### src/rtl/ps_pad_responder.sv
// ps_pad_responder: device (pad) end of the PS/DualShock serial link.
// Answers a host poll: oversamples ps_clk/ps_sel_n/ps_cmd on clk, shifts the
// response out on ps_dat LSB first, pulses ps_ack_n after each non-final byte
// and captures the host vibration bytes (host bytes 3/4 of a 0x42 poll).
// Ports: clk, reset (async, active high); ps_clk/ps_sel_n/ps_cmd host link in;
//   ps_dat/ps_ack_n pad link out; btn_n[15:0], stick[31:0] pad state in;
//   vib_small/vib_large, packet_done, busy status out.
// Build option: PS_PAD_ANALOG_EN -> analog pad (ID 0x73, 9-byte packet,
//   stick bytes 5..8); undefined -> digital pad (ID 0x41, 5-byte packet).
module ps_pad_responder #(
   parameter int ACK_DELAY = 20,
   parameter int ACK_WIDTH = 25
) (
   input  logic        clk,
   input  logic        reset,
   input  logic        ps_clk,
   input  logic        ps_sel_n,
   input  logic        ps_cmd,
   output logic        ps_dat,
   output logic        ps_ack_n,
   input  logic [15:0] btn_n,
   input  logic [31:0] stick,
   output logic [7:0]  vib_small,
   output logic [7:0]  vib_large,
   output logic        packet_done,
   output logic        busy
);

`ifdef PS_PAD_ANALOG_EN
   localparam logic [7:0] PAD_ID    = 8'h73;
   localparam logic [3:0] LAST_BYTE = 4'd8;
`else
   localparam logic [7:0] PAD_ID    = 8'h41;
   localparam logic [3:0] LAST_BYTE = 4'd4;
`endif

   typedef enum logic [2:0] {
      S_IDLE,
      S_SHIFT,
      S_ACK_WAIT,
      S_ACK_PULSE,
      S_IGNORE
   } state_t;

   state_t      state, state_n;
   logic        clk_m, clk_s, clk_d;
   logic        sel_m, sel_s, sel_d;
   logic        cmd_m, cmd_s;
   logic        armed;
   logic        clk_rise, clk_fall, sel_rise, sel_fall;
   logic [3:0]  byte_idx, byte_idx_n;
   logic [2:0]  bit_idx, bit_idx_n;
   logic [7:0]  cmd_sr, cmd_sr_n;
   logic [7:0]  rx_byte;
   logic [7:0]  cnt, cnt_n;
   logic [7:0]  b3, b3_n, b4, b4_n;
   logic [7:0]  vs_n, vl_n;
   logic        dat_n, ack_n_n, done_n;
   logic        load;
   logic [15:0] btn_q;
   logic [7:0]  resp_byte;

`ifdef PS_PAD_ANALOG_EN
   logic [31:0] stick_q;
`else
   logic        unused_stick;
   assign unused_stick = ^stick;
`endif

   // Synchronisers. The clk copies reset high (idle level); the SEL copies
   // reset low so a SEL already low at reset release never arms the pad.
   always_ff @(posedge clk or posedge reset) begin
      if (reset) begin
         clk_m <= 1'b1;
         clk_s <= 1'b1;
         clk_d <= 1'b1;
         sel_m <= 1'b0;
         sel_s <= 1'b0;
         sel_d <= 1'b0;
         cmd_m <= 1'b0;
         cmd_s <= 1'b0;
         armed <= 1'b0;
      end else begin
         clk_m <= ps_clk;
         clk_s <= clk_m;
         clk_d <= clk_s;
         sel_m <= ps_sel_n;
         sel_s <= sel_m;
         sel_d <= sel_s;
         cmd_m <= ps_cmd;
         cmd_s <= cmd_m;
         armed <= armed | sel_s;
      end
   end

   assign clk_rise = clk_s & ~clk_d;
   assign clk_fall = ~clk_s & clk_d;
   assign sel_rise = sel_s & ~sel_d;
   assign sel_fall = ~sel_s & sel_d;
   assign rx_byte  = {cmd_s, cmd_sr[7:1]};
   assign busy     = (state != S_IDLE);

   always_comb begin
      case (byte_idx)
         4'd1:    resp_byte = PAD_ID;
         4'd2:    resp_byte = 8'h5A;
         4'd3:    resp_byte = btn_q[7:0];
         4'd4:    resp_byte = btn_q[15:8];
`ifdef PS_PAD_ANALOG_EN
         4'd5:    resp_byte = stick_q[7:0];
         4'd6:    resp_byte = stick_q[15:8];
         4'd7:    resp_byte = stick_q[23:16];
         4'd8:    resp_byte = stick_q[31:24];
`endif
         default: resp_byte = 8'hFF;
      endcase
   end

   always_comb begin
      state_n    = state;
      byte_idx_n = byte_idx;
      bit_idx_n  = bit_idx;
      cmd_sr_n   = cmd_sr;
      cnt_n      = cnt;
      b3_n       = b3;
      b4_n       = b4;
      vs_n       = vib_small;
      vl_n       = vib_large;
      dat_n      = ps_dat;
      ack_n_n    = ps_ack_n;
      done_n     = 1'b0;
      load       = 1'b0;
      if (sel_rise) begin
         // SEL release aborts whatever is in flight, even on a CLK edge.
         state_n = S_IDLE;
         dat_n   = 1'b1;
         ack_n_n = 1'b1;
      end else begin
         case (state)
            S_IDLE: begin
               dat_n   = 1'b1;
               ack_n_n = 1'b1;
               if (armed && sel_fall) begin
                  state_n    = S_SHIFT;
                  byte_idx_n = 4'd0;
                  bit_idx_n  = 3'd0;
                  load       = 1'b1;
               end
            end
            S_SHIFT: begin
               if (clk_fall) begin
                  dat_n = resp_byte[bit_idx];
               end else if (clk_rise) begin
                  cmd_sr_n  = rx_byte;
                  bit_idx_n = bit_idx + 3'd1;
                  if (bit_idx == 3'd7) begin
                     if ((byte_idx == 4'd0 && rx_byte != 8'h01) ||
                         (byte_idx == 4'd1 && rx_byte != 8'h42)) begin
                        state_n = S_IGNORE;
                        dat_n   = 1'b1;
                     end else if (byte_idx == LAST_BYTE) begin
                        state_n = S_IGNORE;
                        dat_n   = 1'b1;
                        done_n  = 1'b1;
                        vs_n    = b3;
                        vl_n    = (byte_idx == 4'd4) ? rx_byte : b4;
                     end else begin
                        state_n    = S_ACK_WAIT;
                        cnt_n      = 8'(ACK_DELAY - 1);
                        byte_idx_n = byte_idx + 4'd1;
                        if (byte_idx == 4'd3) b3_n = rx_byte;
                        if (byte_idx == 4'd4) b4_n = rx_byte;
                     end
                  end
               end
            end
            S_ACK_WAIT: begin
               if (clk_fall) begin
                  // Host did not wait for ACK: serve bit0 of the next byte.
                  state_n = S_SHIFT;
                  ack_n_n = 1'b1;
                  dat_n   = resp_byte[bit_idx];
               end else if (cnt == 8'd0) begin
                  state_n = S_ACK_PULSE;
                  ack_n_n = 1'b0;
                  cnt_n   = 8'(ACK_WIDTH - 1);
               end else begin
                  cnt_n = cnt - 8'd1;
               end
            end
            S_ACK_PULSE: begin
               if (clk_fall) begin
                  state_n = S_SHIFT;
                  ack_n_n = 1'b1;
                  dat_n   = resp_byte[bit_idx];
               end else if (cnt == 8'd0) begin
                  state_n = S_SHIFT;
                  ack_n_n = 1'b1;
               end else begin
                  cnt_n = cnt - 8'd1;
               end
            end
            S_IGNORE: begin
               dat_n   = 1'b1;
               ack_n_n = 1'b1;
               if (sel_s) state_n = S_IDLE;
            end
            default: begin
               state_n = S_IDLE;
               dat_n   = 1'b1;
               ack_n_n = 1'b1;
            end
         endcase
      end
   end

   always_ff @(posedge clk or posedge reset) begin
      if (reset) begin
         state       <= S_IDLE;
         byte_idx    <= 4'd0;
         bit_idx     <= 3'd0;
         cmd_sr      <= 8'd0;
         cnt         <= 8'd0;
         b3          <= 8'd0;
         b4          <= 8'd0;
         vib_small   <= 8'd0;
         vib_large   <= 8'd0;
         ps_dat      <= 1'b1;
         ps_ack_n    <= 1'b1;
         packet_done <= 1'b0;
         btn_q       <= 16'hFFFF;
      end else begin
         state       <= state_n;
         byte_idx    <= byte_idx_n;
         bit_idx     <= bit_idx_n;
         cmd_sr      <= cmd_sr_n;
         cnt         <= cnt_n;
         b3          <= b3_n;
         b4          <= b4_n;
         vib_small   <= vs_n;
         vib_large   <= vl_n;
         ps_dat      <= dat_n;
         ps_ack_n    <= ack_n_n;
         packet_done <= done_n;
         if (load) btn_q <= btn_n;
      end
   end

`ifdef PS_PAD_ANALOG_EN
   always_ff @(posedge clk or posedge reset) begin
      if (reset)     stick_q <= 32'd0;
      else if (load) stick_q <= stick;
   end
`endif

endmodule
### config.mk
export PLATFORM = sky130hd
export DESIGN_NAME = ps_pad_responder
export DESIGN_NICKNAME = d
export VERILOG_FILES = /design/src/rtl/ps_pad_responder.sv
export SDC_FILE = /design/constraint.sdc
export NUM_CORES = 1
export LEC_CHECK = 0
export CAP_MARGIN = 25
export CORE_MARGIN = 10
export CORE_UTILIZATION = 55
export CTS_CLUSTER_DIAMETER = 40
export CTS_CLUSTER_SIZE = 16
export DETAILED_ROUTE_END_ITERATION = 8
export GPL_ROUTABILITY_DRIVEN = 0
export PLACE_DENSITY = 0.9
export SYNTH_ARGS = -nofsm -noshare
export SYNTH_HDL_FRONTEND = slang
export SYNTH_SLANG_ARGS = --single-unit
### constraint.sdc
create_clock -name clk -period 5.65 [get_ports clk]
set_input_delay 1.4125 -clock clk [delete_from_list [all_inputs] [get_ports clk]]
set_output_delay 1.4125 -clock clk [all_outputs]
set_load 0.005 [all_outputs]
==> flow_metrics.py, run 1 <==
metrics = {
    "status": {
        "outcome": "finished, final reports clean",
    },
    "synth": {
        "synth_compound_area_frac": 0.0980,
        "synth_area_per_cell_um2": 12.2,
        "netlist_instances": 295,
        "yosysWarnings": 0,
        "synth-simple-area-share": 0.126,
        "synth_seq_area_share": 0.544,
        "synth_cell_types": 56,
        "synthFlopType": "dfrtp_1",
        "yosysMostFrequentCell": "dfrtp_1",
        "synthesis.nets": 358,
        "ys_seq_elements": 77,
        "yosys.area.top_type": "dfrtp_1",
        "synthesis.area_mm2": 0.00359,
        "synth_top_area_share": 0.391,
        "synthXorXnorAreaFrac": 0.0122,
        "yosys-top-cells-count": "dfrtp_1, mux2_2, nor2_1, dfstp_2, nand2_1",
        "synthAdderAreaFrac": 0.0349,
        "synthTopCellsByArea": "dfrtp_1, dfstp_2, mux2_2",
        "synthMuxAreaShare": 0.162,
        "async_reset_ff_frac": 1.00,
        "synth_top_family_by_area": "multiplexers",
        "synth-edff-count": 0,
    },
    "clock_network": {
        "cts_tree": "yes",
        "htree_levels": 3,
        "cts.sinks": 77,
        "path_clk_slew_ps": 80,
        "cts_buffer_depth": 2,
        "hold_buffers": 0,
        "cts.repair.resized": 0,
        "cts_buffers": 9,
        "clkLatencyLatePin_ps": 360,
        "cts-root-buf": "clkbuf_8",
        "post_cts.repair.setup_buffers": 0,
    },
    "routing": {
        "drt_iter0_drc": 142,
        "vias": 2479,
        "antenna_left": 0,
        "post_drt_via_cell_ratio": 5.90,
        "wl_um": 7260,
        "firstDrtPassIters": 4,
        "avgRoutedWirePerCell_um": 17.3,
        "drc": 0,
    },
    "floorplan": {
        "coreArea_mm2": 0.00635,
        "ios": 73,
        "dieHeight_um": 101,
        "rows": 29,
        "die_x_um": 101,
        "initial_core_util": 0.565,
        "dieArea_mm2": 0.0102,
    },
    "worst_hold_path": {
        "min_path_type": "register to register",
    },
    "finish": {
        "layoutNonFillerInstCount": 420,
        "layout-area-overhead-vs-synth_pct": 17.9,
        "finish.utilization": 0.666,
        "drive_gt1_frac": 0.292,
        "n_fill_cell": 491,
        "nets": 401,
        "antenna_cells": 0,
    },
    "placement": {
        "pre_cts_ws_ps": 2710,
        "port_buffers": 40,
        "dp_cells": 404,
        "hpwl_um": 5120,
    },
    "global_routing": {
        "grt_pass1_vias": 2651,
        "overflow": 0,
        "grt_antenna_before_repair": 0,
        "grt_usage": 0.154,
        "grt_pass1_wl_um": 12600,
        "grt_max_degree": 42,
    },
    "sta": {
        "setup_viol": 0,
        "fmax_ghz": 0.314,
        "skew_ps": 12.4,
        "setup_ws_ps": 2460,
        "fin_crit_ps": 3190,
        "tightest_slew_ps": 848,
        "final.setup.tns_ps": 0,
        "fin_crit_sh": 0.564,
        "slew_headroom": 0.433,
        "slew_violations": 0,
        "hold_violations": 0,
        "rsz0062_at_grt": "no",
    },
    "setup_path": {
        "critPathBufInv": 1,
        "path_cells": "or3_1, clkdlybuf4s50_1",
        "required_ps": 4240,
        "crit_type": "register to primary output",
        "cp_max_fo": 9,
        "crit_arrival_ps": 1770,
        "critPathSlowestCell": "clkdlybuf4s50_1",
        "critPathCaptureType": "primary output",
        "startpoint_type": "register",
        "slowest_delay_ps": 480,
        "crit_family": "buffers and inverters",
    },
    "power_and_ir_drop": {
        "peakVddDrop_mv": 0.238,
        "p_per_area_mw_per_mm2": 264,
        "p_leak_nw": 1.90,
    },
    "job": {
        "maxCapViolCount": 0,
    },
}
## flip-flops by register name (all words and copies together), names as in the netlist, 3 cells and up
| signal | flops |
|---|---|
| btn_q | 16 |
| state | 3 |
| cmd_sr | 7 |
| cnt | 8 |
| b3 | 8 |
| bit_idx | 3 |
| vib_large | 8 |
| byte_idx | 4 |
| vib_small | 8 |
## kinds of logic after synthesis
group | Yosys count
AOI/OAI and AO/OA | 50
xor gates and xnor gates | 5
adders and majority gates | 10
buffers and inverters | 19
DFF | 77
muxes | 51
and+or+nand+nor | 83
## layout make-up
cell class | count | area, µm² | area share
clock buffer | 11 | 141 | 0.0334
tap | 77 | 96.3 | 0.0228
inverter | 9 | 33.8 | 0.00799
sequential | 77 | 1950 | 0.462
multi-input combinational | 199 | 1550 | 0.367
timing repair buffer | 42 | 415 | 0.0982
clock inverter | 5 | 36.3 | 0.00858
## placed cells by master, fill, tap and decap left out, drive strengths merged, types with 2 or more instances in the layout
| cell type | n |
|---|---|
| a21o | 2 |
| a211oi | 6 |
| nand2b | 2 |
| a21oi | 11 |
| inv | 10 |
| clkbuf | 11 |
| and3b | 2 |
| or4 | 2 |
| nor2b | 4 |
| nor3b | 4 |
| clkinv | 4 |
| nor3 | 11 |
| a32o | 3 |
| mux2 | 50 |
| or3 | 3 |
| ha | 10 |
| dfstp | 21 |
| a211o | 2 |
| or3b | 2 |
| o31ai | 2 |
| nand2 | 13 |
| dfrtp | 56 |
| nor2 | 24 |
| o21ai | 9 |
| clkdlybuf4s50 | 40 |
| nand4 | 2 |
| xor2 | 4 |
| or2 | 4 |
| a31oi | 3 |
| nand3 | 4 |
| buf | 2 |
## layer usage
metal	GRT usage	up-vias	share of wire
met5	0	-	0
met4	0.0707	0	0.019
met3	0.0549	14	0.067
met2	0.256	57	0.50
met1	0.173	1258	0.41
li1	-	1150	-
## worst paths after layout
| kind | start | cells after the start | end | slack, ps |
|---|---|---|---|---|
| max | state[0] | 2 | busy | 2460 |
| max in group asynchronous | reset | 3 | btn_q[1] | 3140 |
| min | cmd_m | 0 | cmd_s | 350 |
| min reg2reg | cmd_m | 0 | cmd_s | 350 |
| max reg2reg | byte_idx[0] | 8 | b3[7] | 2830 |
| min in group asynchronous | reset | 2 | sel_m | 1500 |
## through the flow
step	power [mW]	cell area [µm²]	hold WS, ps
2_1_floorplan	0.711	3590	331
3_3_place_gp	0.746	4050	332
3_5_place_dp	0.753	4050	337
4_1_cts	1.13	4230	346
5_1_grt	1.17	4230	358
6_report	1.12	4230	345
## report_power, final
part / leakage, nW / internal (mW) / switching (mW)
clock: 0.0937 / 0.173 / 0.200
sequential: 0.983 / 0.610 / 0.0324
combinational: 0.825 / 0.0556 / 0.0464
(Power assumes the default switching activity.)
==> run 2: changes to the inputs <==
Settings changed: CORE_UTILIZATION 55 to 46, PLACE_DENSITY 0.9 to 0.81.
Clock period 5.65 ns to 2.6 ns, I/O delays scaled along.
==> run 2 against run 1 <==
  * Final cell count rose by 10%
  * Register-to-register slack worse by 2700 ps
  * Global-route usage fell by 1.3 points
  * Design area rose by 6.6%
  * Via count up 1.3%
  * Non-clock buffer count grew 17
  * First-iteration DRC count decreased by 30%
  * Critical endpoint is now b3[3]
  * Largest cell class unchanged
==> flow_metrics.py, run 2 (same netlist as run 1, synthesis figures left out) <==
metrics = {
    "setup_path": {
        "critPathCaptureType": "register",
        "startpoint_type": "register",
        "crit_arrival_ps": 2740,
        "required_ps": 2840,
        "crit_type": "register to register",
        "cp_max_fo": 8,
    },
    "finish": {
        "drive_gt1_frac": 0.331,
        "layoutNonFillerInstCount": 462,
        "nets": 418,
        "final_common_cell": "dfrtp_1",
        "largest_register_ffs": 16,
        "layout-area-overhead-vs-synth_pct": 25.7,
        "n_fill_cell": 624,
        "antenna_cells": 0,
        "layout_common_cells": "dfrtp_1, mux2_2, clkdlybuf4s50_1",
        "fin_area_mm2": 0.00451,
        "regMostFlops": "btn_q",
    },
    "sta": {
        "final.setup.tns_ps": 0,
        "hold_ws_ps": 357,
        "fin_crit_ps": 2500,
        "rsz0062_at_grt": "no",
        "tightest_slew_ps": 430,
        "setup_viol": 0,
        "fmax_ghz": 0.400,
        "skew_ps": 9.13,
        "hold_violations": 0,
        "slew_violations": 0,
        "fin_crit_sh": 0.962,
        "slew_headroom": 0.706,
    },
    "placement": {
        "port_buffers": 40,
        "dpl_cell_area_mm2": 0.00423,
        "hpwl_um": 5350,
        "dp_cells": 445,
    },
    "power_and_ir_drop": {
        "switchingPower_mw": 0.632,
        "power.internal_mw": 2.20,
        "p_leak_nw": 2.04,
        "peakVddDrop_mv": 0.477,
        "swShare": 0.223,
        "power_mw": 2.83,
        "p_per_area_mw_per_mm2": 628,
        "clkPwrFrac": 0.425,
        "combPwrFrac": 0.085,
        "pwr-share-seq": 0.490,
    },
    "clock_network": {
        "hold_buffers": 0,
        "cts_buffers": 9,
        "clkLatencyLatePin_ps": 360,
        "cts_buffer_depth": 2,
        "htree_levels": 3,
        "cts-root-buf": "clkbuf_8",
        "cts_tree": "yes",
        "cts.sinks": 77,
        "path_clk_slew_ps": 80,
    },
    "global_routing": {
        "grt_pass1_wl_um": 13200,
        "grt_antenna_before_repair": 0,
        "grt_usage": 0.142,
        "overflow": 0,
        "grt_pass1_vias": 2710,
        "grt_max_degree": 78,
    },
    "routing": {
        "drt_iter0_drc": 100,
        "wl_um": 7670,
        "post_drt_via_cell_ratio": 5.43,
        "antenna_left": 0,
        "avgRoutedWirePerCell_um": 16.6,
        "firstDrtPassIters": 4,
        "vias": 2510,
        "drc": 0,
    },
    "floorplan": {
        "initial_core_util": 0.469,
        "dieArea_mm2": 0.0117,
        "rows": 32,
        "ios": 73,
        "coreArea_mm2": 0.00765,
        "dieHeight_um": 108,
        "die_x_um": 108,
    },
    "status": {
        "outcome": "finished, final reports clean",
    },
    "job": {
        "maxCapViolCount": 0,
    },
    "worst_hold_path": {
        "min_path_type": "register to register",
    },
}
## run 2: path summary, 6_finish.rpt
kind | start | to | slack (ps) | depth (start not counted)
setup / recovery | byte_idx[1] | b3[3] | 100 | 9
hold / removal | sel_m | sel_s | 360 | 0
setup reg to reg | byte_idx[1] | b3[3] | 100 | 9
hold reg to reg | sel_m | sel_s | 360 | 0
max in group asynchronous | reset | btn_q[6] | 1560 | 3
min in group asynchronous | reset | vib_small[3] | 700 | 3
## run 2: layout make-up
cell class              count  area (µm²)  area share
well taps                 102         128      0.0283
repair buffers             59         568       0.126
clock inverters             7         145      0.0322
clock buffers               9         124      0.0275
inverters                   9        33.8     0.00749
multi-input cells         199        1560       0.345
flip-flops and latches     77        1950       0.433
## run 2: power by group through the flow
| stage | clock [mW] | combinational, mW | sequential (mW) |
|---|---|---|---|
| CTS | 1.23 | 0.245 | 1.39 |
| global placement | 0 | 0.233 | 1.40 |
| global route | 1.28 | 0.270 | 1.40 |
| floorplan | 0 | 0.162 | 1.38 |
| finish | 1.20 | 0.241 | 1.39 |
| detailed placement | 0 | 0.242 | 1.41 |
## run 2: repair_timing
item	4_1_cts	5_1_grt
setup endpoints to repair	0	9
resized for setup	0	1
setup buffers	0	1
## run 2: layer usage
layer,up-vias,routed length (µm),track usage
met4,0,84,0.0574
met2,46,3770,0.224
met1,1268,3350,0.171
li1,1186,-,-
met3,10,462,0.0529
met5,-,0,0
## run 2: critical path, stage by stage, from the launching register on
cell and delay [ps]:
dfrtp_1 410, inv_1 100, ha_1 200, nor3b_1 160
o32ai_1 280, a31oi_1 160, or2_2 350, nor3_4 230
buf_12 160, mux2_2 330
## run 2: through the flow
step                setup slack [ps]   util
detailed placement               104  0.553
CTS                             80.6  0.588
global route                    7.01  0.590
global placement                 117  0.553
floorplan                       18.1      -
finish                          99.8  0.590
